--- src/rtl/fetch_pkg.sv ---
// Shared constants and the queue entry type for the instruction fetch queue.
package fetch_pkg;
    localparam logic [31:0] NOP_INST = 32'h0000_0013;
    localparam logic [31:0] PC_STEP  = 32'd4;

    typedef struct packed {
        logic [31:0] pc;
        logic [31:0] inst;
    } fetch_entry_t;
endpackage

--- src/rtl/fetch_fifo.sv ---
// Two-entry circular buffer of fetched {pc, inst}; push/pop/flush, head visible combinationally.
// Flush dominates push and pop; push with pop on a full buffer keeps the count at 2.
module fetch_fifo
    import fetch_pkg::*;
(
    input  logic         i_clk,
    input  logic         i_rst,
    input  logic         i_push,
    input  logic         i_pop,
    input  logic         i_flush,
    input  fetch_entry_t i_push_dat,
    output fetch_entry_t o_head_dat,
    output logic [1:0]   o_count
);
    fetch_entry_t r_mem [2];
    logic         r_wptr;
    logic         r_rptr;
    logic [1:0]   r_count;

    always_ff @(posedge i_clk or posedge i_rst) begin
        if (i_rst) begin
            r_wptr  <= 1'b0;
            r_rptr  <= 1'b0;
            r_count <= 2'd0;
        end else if (i_flush) begin
            r_wptr  <= 1'b0;
            r_rptr  <= 1'b0;
            r_count <= 2'd0;
        end else begin
            if (i_push) r_wptr <= ~r_wptr;
            if (i_pop)  r_rptr <= ~r_rptr;
            r_count <= r_count + {1'b0, i_push} - {1'b0, i_pop};
        end
    end

    // Storage needs no reset: an entry is only read while the count covers it.
    always_ff @(posedge i_clk) begin
        if (i_push && !i_flush) r_mem[r_wptr] <= i_push_dat;
    end

    assign o_head_dat = r_mem[r_rptr];
    assign o_count    = r_count;
endmodule

--- src/rtl/instr_fetch_queue.sv ---
// Fetch PC, credit and redirect control feeding a 2-entry queue toward decode.
// Request-to-visible latency 2 cycles; a redirect takes 3 cycles to show its target.
module instr_fetch_queue
    import fetch_pkg::*;
#(
    parameter logic [31:0] RESET_PC = 32'h0000_0000,
    parameter int          DEPTH    = 2
) (
    input  logic        CLK,
    input  logic        RESET,
    input  logic        stall,
    input  logic        PCSrc,
    input  logic [31:0] PCimm_in,
    output logic        imem_req,
    output logic [31:0] imem_addr,
    input  logic [31:0] imem_rdata,
    output logic        valid_out,
    output logic [31:0] r_PC_out,
    output logic [31:0] r_inst_out
);
    localparam logic [2:0] CREDIT_LIMIT = 3'(DEPTH);

    logic [31:0]  r_pc;
    logic         r_in_flight;
    logic [31:0]  r_req_pc;

    logic         w_deq;
    logic         w_push;
    logic         w_credit;
    logic [2:0]   w_occupancy;
    logic [1:0]   w_count;
    logic [1:0]   w_unused_lsb;
    fetch_entry_t w_head;
    fetch_entry_t w_push_dat;

    assign w_unused_lsb = PCimm_in[1:0];

    assign valid_out   = (w_count != 2'd0);
    assign w_deq       = valid_out && !stall && !PCSrc;
    assign w_occupancy = {1'b0, w_count} + {2'b00, r_in_flight} - {2'b00, w_deq};
    assign w_credit    = (w_occupancy < CREDIT_LIMIT);
    assign imem_req    = !RESET && !PCSrc && w_credit;
    assign imem_addr   = r_pc;

    // The only response that can be in flight during a redirect arrives in that
    // same cycle, so killing it reduces to gating the push with PCSrc.
    assign w_push          = r_in_flight && !PCSrc;
    assign w_push_dat.pc   = r_req_pc;
    assign w_push_dat.inst = imem_rdata;

    always_ff @(posedge CLK or posedge RESET) begin
        if (RESET) begin
            r_pc        <= RESET_PC;
            r_in_flight <= 1'b0;
            r_req_pc    <= 32'd0;
        end else if (PCSrc) begin
            r_pc        <= {PCimm_in[31:2], 2'b00};
            r_in_flight <= 1'b0;
        end else begin
            r_in_flight <= imem_req;
            if (imem_req) begin
                r_req_pc <= r_pc;
                r_pc     <= r_pc + PC_STEP;
            end
        end
    end

    fetch_fifo u_fifo (
        .i_clk      (CLK),
        .i_rst      (RESET),
        .i_push     (w_push),
        .i_pop      (w_deq),
        .i_flush    (PCSrc),
        .i_push_dat (w_push_dat),
        .o_head_dat (w_head),
        .o_count    (w_count)
    );

    assign r_PC_out   = valid_out ? w_head.pc   : 32'd0;
    assign r_inst_out = valid_out ? w_head.inst : NOP_INST;
endmodule

--- config.mk ---
export PLATFORM = sky130hd
export DESIGN_NAME = instr_fetch_queue
export DESIGN_NICKNAME = d
export VERILOG_FILES = /design/src/rtl/fetch_pkg.sv /design/src/rtl/fetch_fifo.sv /design/src/rtl/instr_fetch_queue.sv
export SDC_FILE = /design/constraint.sdc
export NUM_CORES = 1
export LEC_CHECK = 0
export ABC_AREA = 1
export ABC_CLOCK_PERIOD_IN_PS = 3840
export CAP_MARGIN = 0
export CORE_UTILIZATION = 48
export DETAILED_ROUTE_END_ITERATION = 10
export PLACE_DENSITY = 0.77
export SLEW_MARGIN = 20
export SYNTH_ARGS = -nofsm -noshare
export SYNTH_HDL_FRONTEND = slang
export SYNTH_HIERARCHICAL = 1
export SYNTH_SLANG_ARGS = --single-unit
--- constraint.sdc ---
create_clock -name CLK -period 3.84 [get_ports CLK]
set_input_delay 0.576 -clock CLK [delete_from_list [all_inputs] [get_ports CLK]]
set_output_delay 0.576 -clock CLK [all_outputs]
set_load 0.01 [all_outputs]
==> metrics.txt <==
number of max-cap violations=0; Buf/Inv on CP=4; Fin. Hold Viols=0; worst setup path category=in -> out; Clk pwr share=0.292; CP Max Fanout=2; largest family of logic cells by synthesized area=simple AND/OR/NAND/NOR gates; worst path cell trace=clkdlybuf4s50_1 -> nor3_2 -> buf_4 -> ha_1 -> or2_2 -> fa_1 -> nand2_1 -> nor2_2 -> nand2_2 -> inv_1 -> dlymetal6s2s_1; first-pass GRT wire length=30.0 mm; Highest Clock Rate=297 MHz; Layout Skew=0.00810 ns; Worst Setup Start Kind=primary input; DRT antenna net count=0; Total Routing Usage GR=0.201; Slew @ Worst Pin=0.815 ns; Die W=138 um; # hold bufs at CTS=0; mux cell area share after synthesis=0.0966; Area Overhead vs Synth=27.5%; Worst EP arrival=2.79 ns; GR Overflow Total=0; DP Cell Count=1214; post-synthesis compound-gate area fraction=0.0284; Synth async-reset ratio=0.337; Avg Inst Size Synth=10.7 um2; P per Cell Area=495 nW/um2; Pins Over Slew Limit=0; Reg area=5470 um2; Via density=4.97; fillers=1493; crit path capture type=output pin; relative slew slack=0.457; DRC=22; total CTS buffers=17; worst vdd ir=0.289 mV; Cell Rows=49; setup TNS=0 ns; # resized after CTS=0; share of cells above drive strength 1=0.147; routability cong.=0.890; Core ar.=18100 um2; largest net degree at the start of global routing=66; combinational fraction of design power=0.214; Clock Pin Slew Worst Setup and Hold Paths=0.07 ns; area share of fa/ha/maj cells after synthesis=0.00784; number of standard cells in the final layout excluding fillers=1246; Most used DFF post-synth=edfxtp_1; via count=6191; most frequent cells in the layout=clkdlybuf4s50_1, nor2_1, nand2_1; CP required=3.26 ns; RSZ-0062 raised after global routing=no; Sw Share=0.290; sequential share of power=0.494; n_diodes=0; Starting Density=0.494; library cells used by synthesis=33; post-layout minimum cycle time=3.37 ns; hold slack=0.388 ns; die footprint=19200 um2; sw power=1.63 mW; HPWL Detailed=12.4 mm; Top Family by Delay on Critical Path=buffers and inverters; number of global-route vias before repair=6000; Tcrit/Tclk final=0.877; H-tree depth=4; Pint=4.00 mW; violated checks=design-rule violations; register bit total from synthesis=193; worst skew pair latency=0.43 ns; CTS tree=yes; Clock Path Buffers=2; Post-synth EDFFs=128; Root Buffer=clkbuf_16; TritonRoute pass-1 iters=7; mean routed wirelength per cell=14.6 um; Die Height=138 um; area occupied by multi-input gates=2830 um2; Pleak=4.71 nW; crit-path max cell delay=0.52 ns; initial antenna violation count=0; IO Pins=166; Final Setup Violations=0; run status=complete, but fails checks; total wire length=18.2 mm; Synth Area in Simple Gates=0.174; yosys warns=6; Seq/Total Area, Yosys=0.612; postcts setup bufs=0; fin nets=1077; Netlist Area Pre-Place=8930 um2; clk sinks=193; IO buf count=161; CP max-delay cell=clkdlybuf4s50_1; synthesized instance count=832; DRT iter0 DRCs=472; most common cell after layout, fill and taps aside=clkdlybuf4s50_1; Min-Delay Path Class=in -> async; Synth Area in XOR/XNOR=0.00392
==> cell usage after synthesis (2+ instances only) <==
master,instances,area (um2)
xor2_1,3,26.3
ha_1,4,50.1
buf_4,2,15.0
o21ai_0,32,160
clkbuf_1,7,26.3
clkinv_1,2,7.51
nor2_1,145,544
buf_6,9,101
or2_2,5,31.3
nor3_1,3,15.0
o21ai_1,2,10.0
buf_2,13,65.1
inv_1,125,469
nand4_1,10,62.6
nor2_2,13,81.3
dfrtp_1,65,1630
nand2_2,4,25.0
nand3_2,4,40.0
mux2_2,26,293
nor2_4,5,56.3
nand3_1,39,195
edfxtp_1,128,3840
a21oi_1,2,10.0
o211ai_1,7,52.6
mux2_4,38,571
nand2_1,132,495
==> sequential cells by signal (all words and copies together) (netlist names) <==
register        count
u_fifo/o_count      2
imem_addr          30
u_fifo/r_rptr       1
r_in_flight         1
r_req_pc           30
u_fifo/r_wptr       1
u_fifo/r_mem      128
==> cell type report <==
class,count,area share
sequential,193,0.481
multi-input combinational,486,0.248
clock buffer,19,0.0389
inverter,127,0.0419
timing repair buffer,179,0.156
tap,229,0.0252
clock inverter,13,0.00912
==> metrics by stage <==
step	setup slack (ns)	utilization	power [mW]	area, um2
2_1_floorplan	-0.492	-	3.44	8950
3_3_place_gp	0.0486	0.599	3.99	10800
3_5_place_dp	0.0515	0.599	4.04	10800
4_1_cts	0.0347	0.629	5.69	11400
5_1_grt	0.370	0.630	5.92	11400
6_report	0.471	0.630	5.64	11400
==> power by group through the flow <==
| stage | clock [mW] | combinational (mW) | sequential (mW) |
|---|---|---|---|
| final | 1.64 | 1.21 | 2.78 |
| after global routing | 1.76 | 1.34 | 2.82 |
| after CTS | 1.68 | 1.23 | 2.78 |
| after detailed placement | 0 | 1.21 | 2.83 |
| after global placement | 0 | 1.19 | 2.80 |
| after floorplan | 0 | 0.665 | 2.77 |
==> worst paths after layout <==
kind                                        startpoint                            end  slack [ns]  cells past startpoint
max                                              stall                       imem_req        0.47                     11
max reg2reg                u_fifo/o_count[1]$_DFF_PP0_      imem_addr[18]$_DFFE_PP0P_        0.68                     14
max in group asynchronous                        RESET       r_req_pc[24]$_DFFE_PP0P_        2.56                      3
min in group CLK              r_req_pc[11]$_DFFE_PP0P_  u_fifo/r_mem[1][43]$_DFFE_PP_        0.47                      0
min                                              RESET    u_fifo/o_count[1]$_DFF_PP0_        0.39                      2
min reg2reg                   r_req_pc[11]$_DFFE_PP0P_  u_fifo/r_mem[1][43]$_DFFE_PP_        0.47                      0
==> per-layer routing <==
| layer | wire length [um] | share of wire | up-vias | global-route usage |
|---|---|---|---|---|
| met5 | 0 | 0 | - | 0 |
| met3 | 1220 | 0.067 | 24 | 0.0384 |
| li1 | - | - | 3039 | - |
| met2 | 8960 | 0.49 | 203 | 0.343 |
| met1 | 7780 | 0.43 | 2925 | 0.258 |
| met4 | 280 | 0.015 | 0 | 0.0692 |
==> kinds of logic after synthesis <==
| family | after synthesis |
|---|---|
| compound gates | 46 |
| xor+xnor | 4 |
| fa+ha+maj | 5 |
| buf+inv | 158 |
| flops | 193 |
| mux | 64 |
| other cells | 1 |
| simple gates | 361 |
Note: power is estimated with default switching activity, not from simulation.
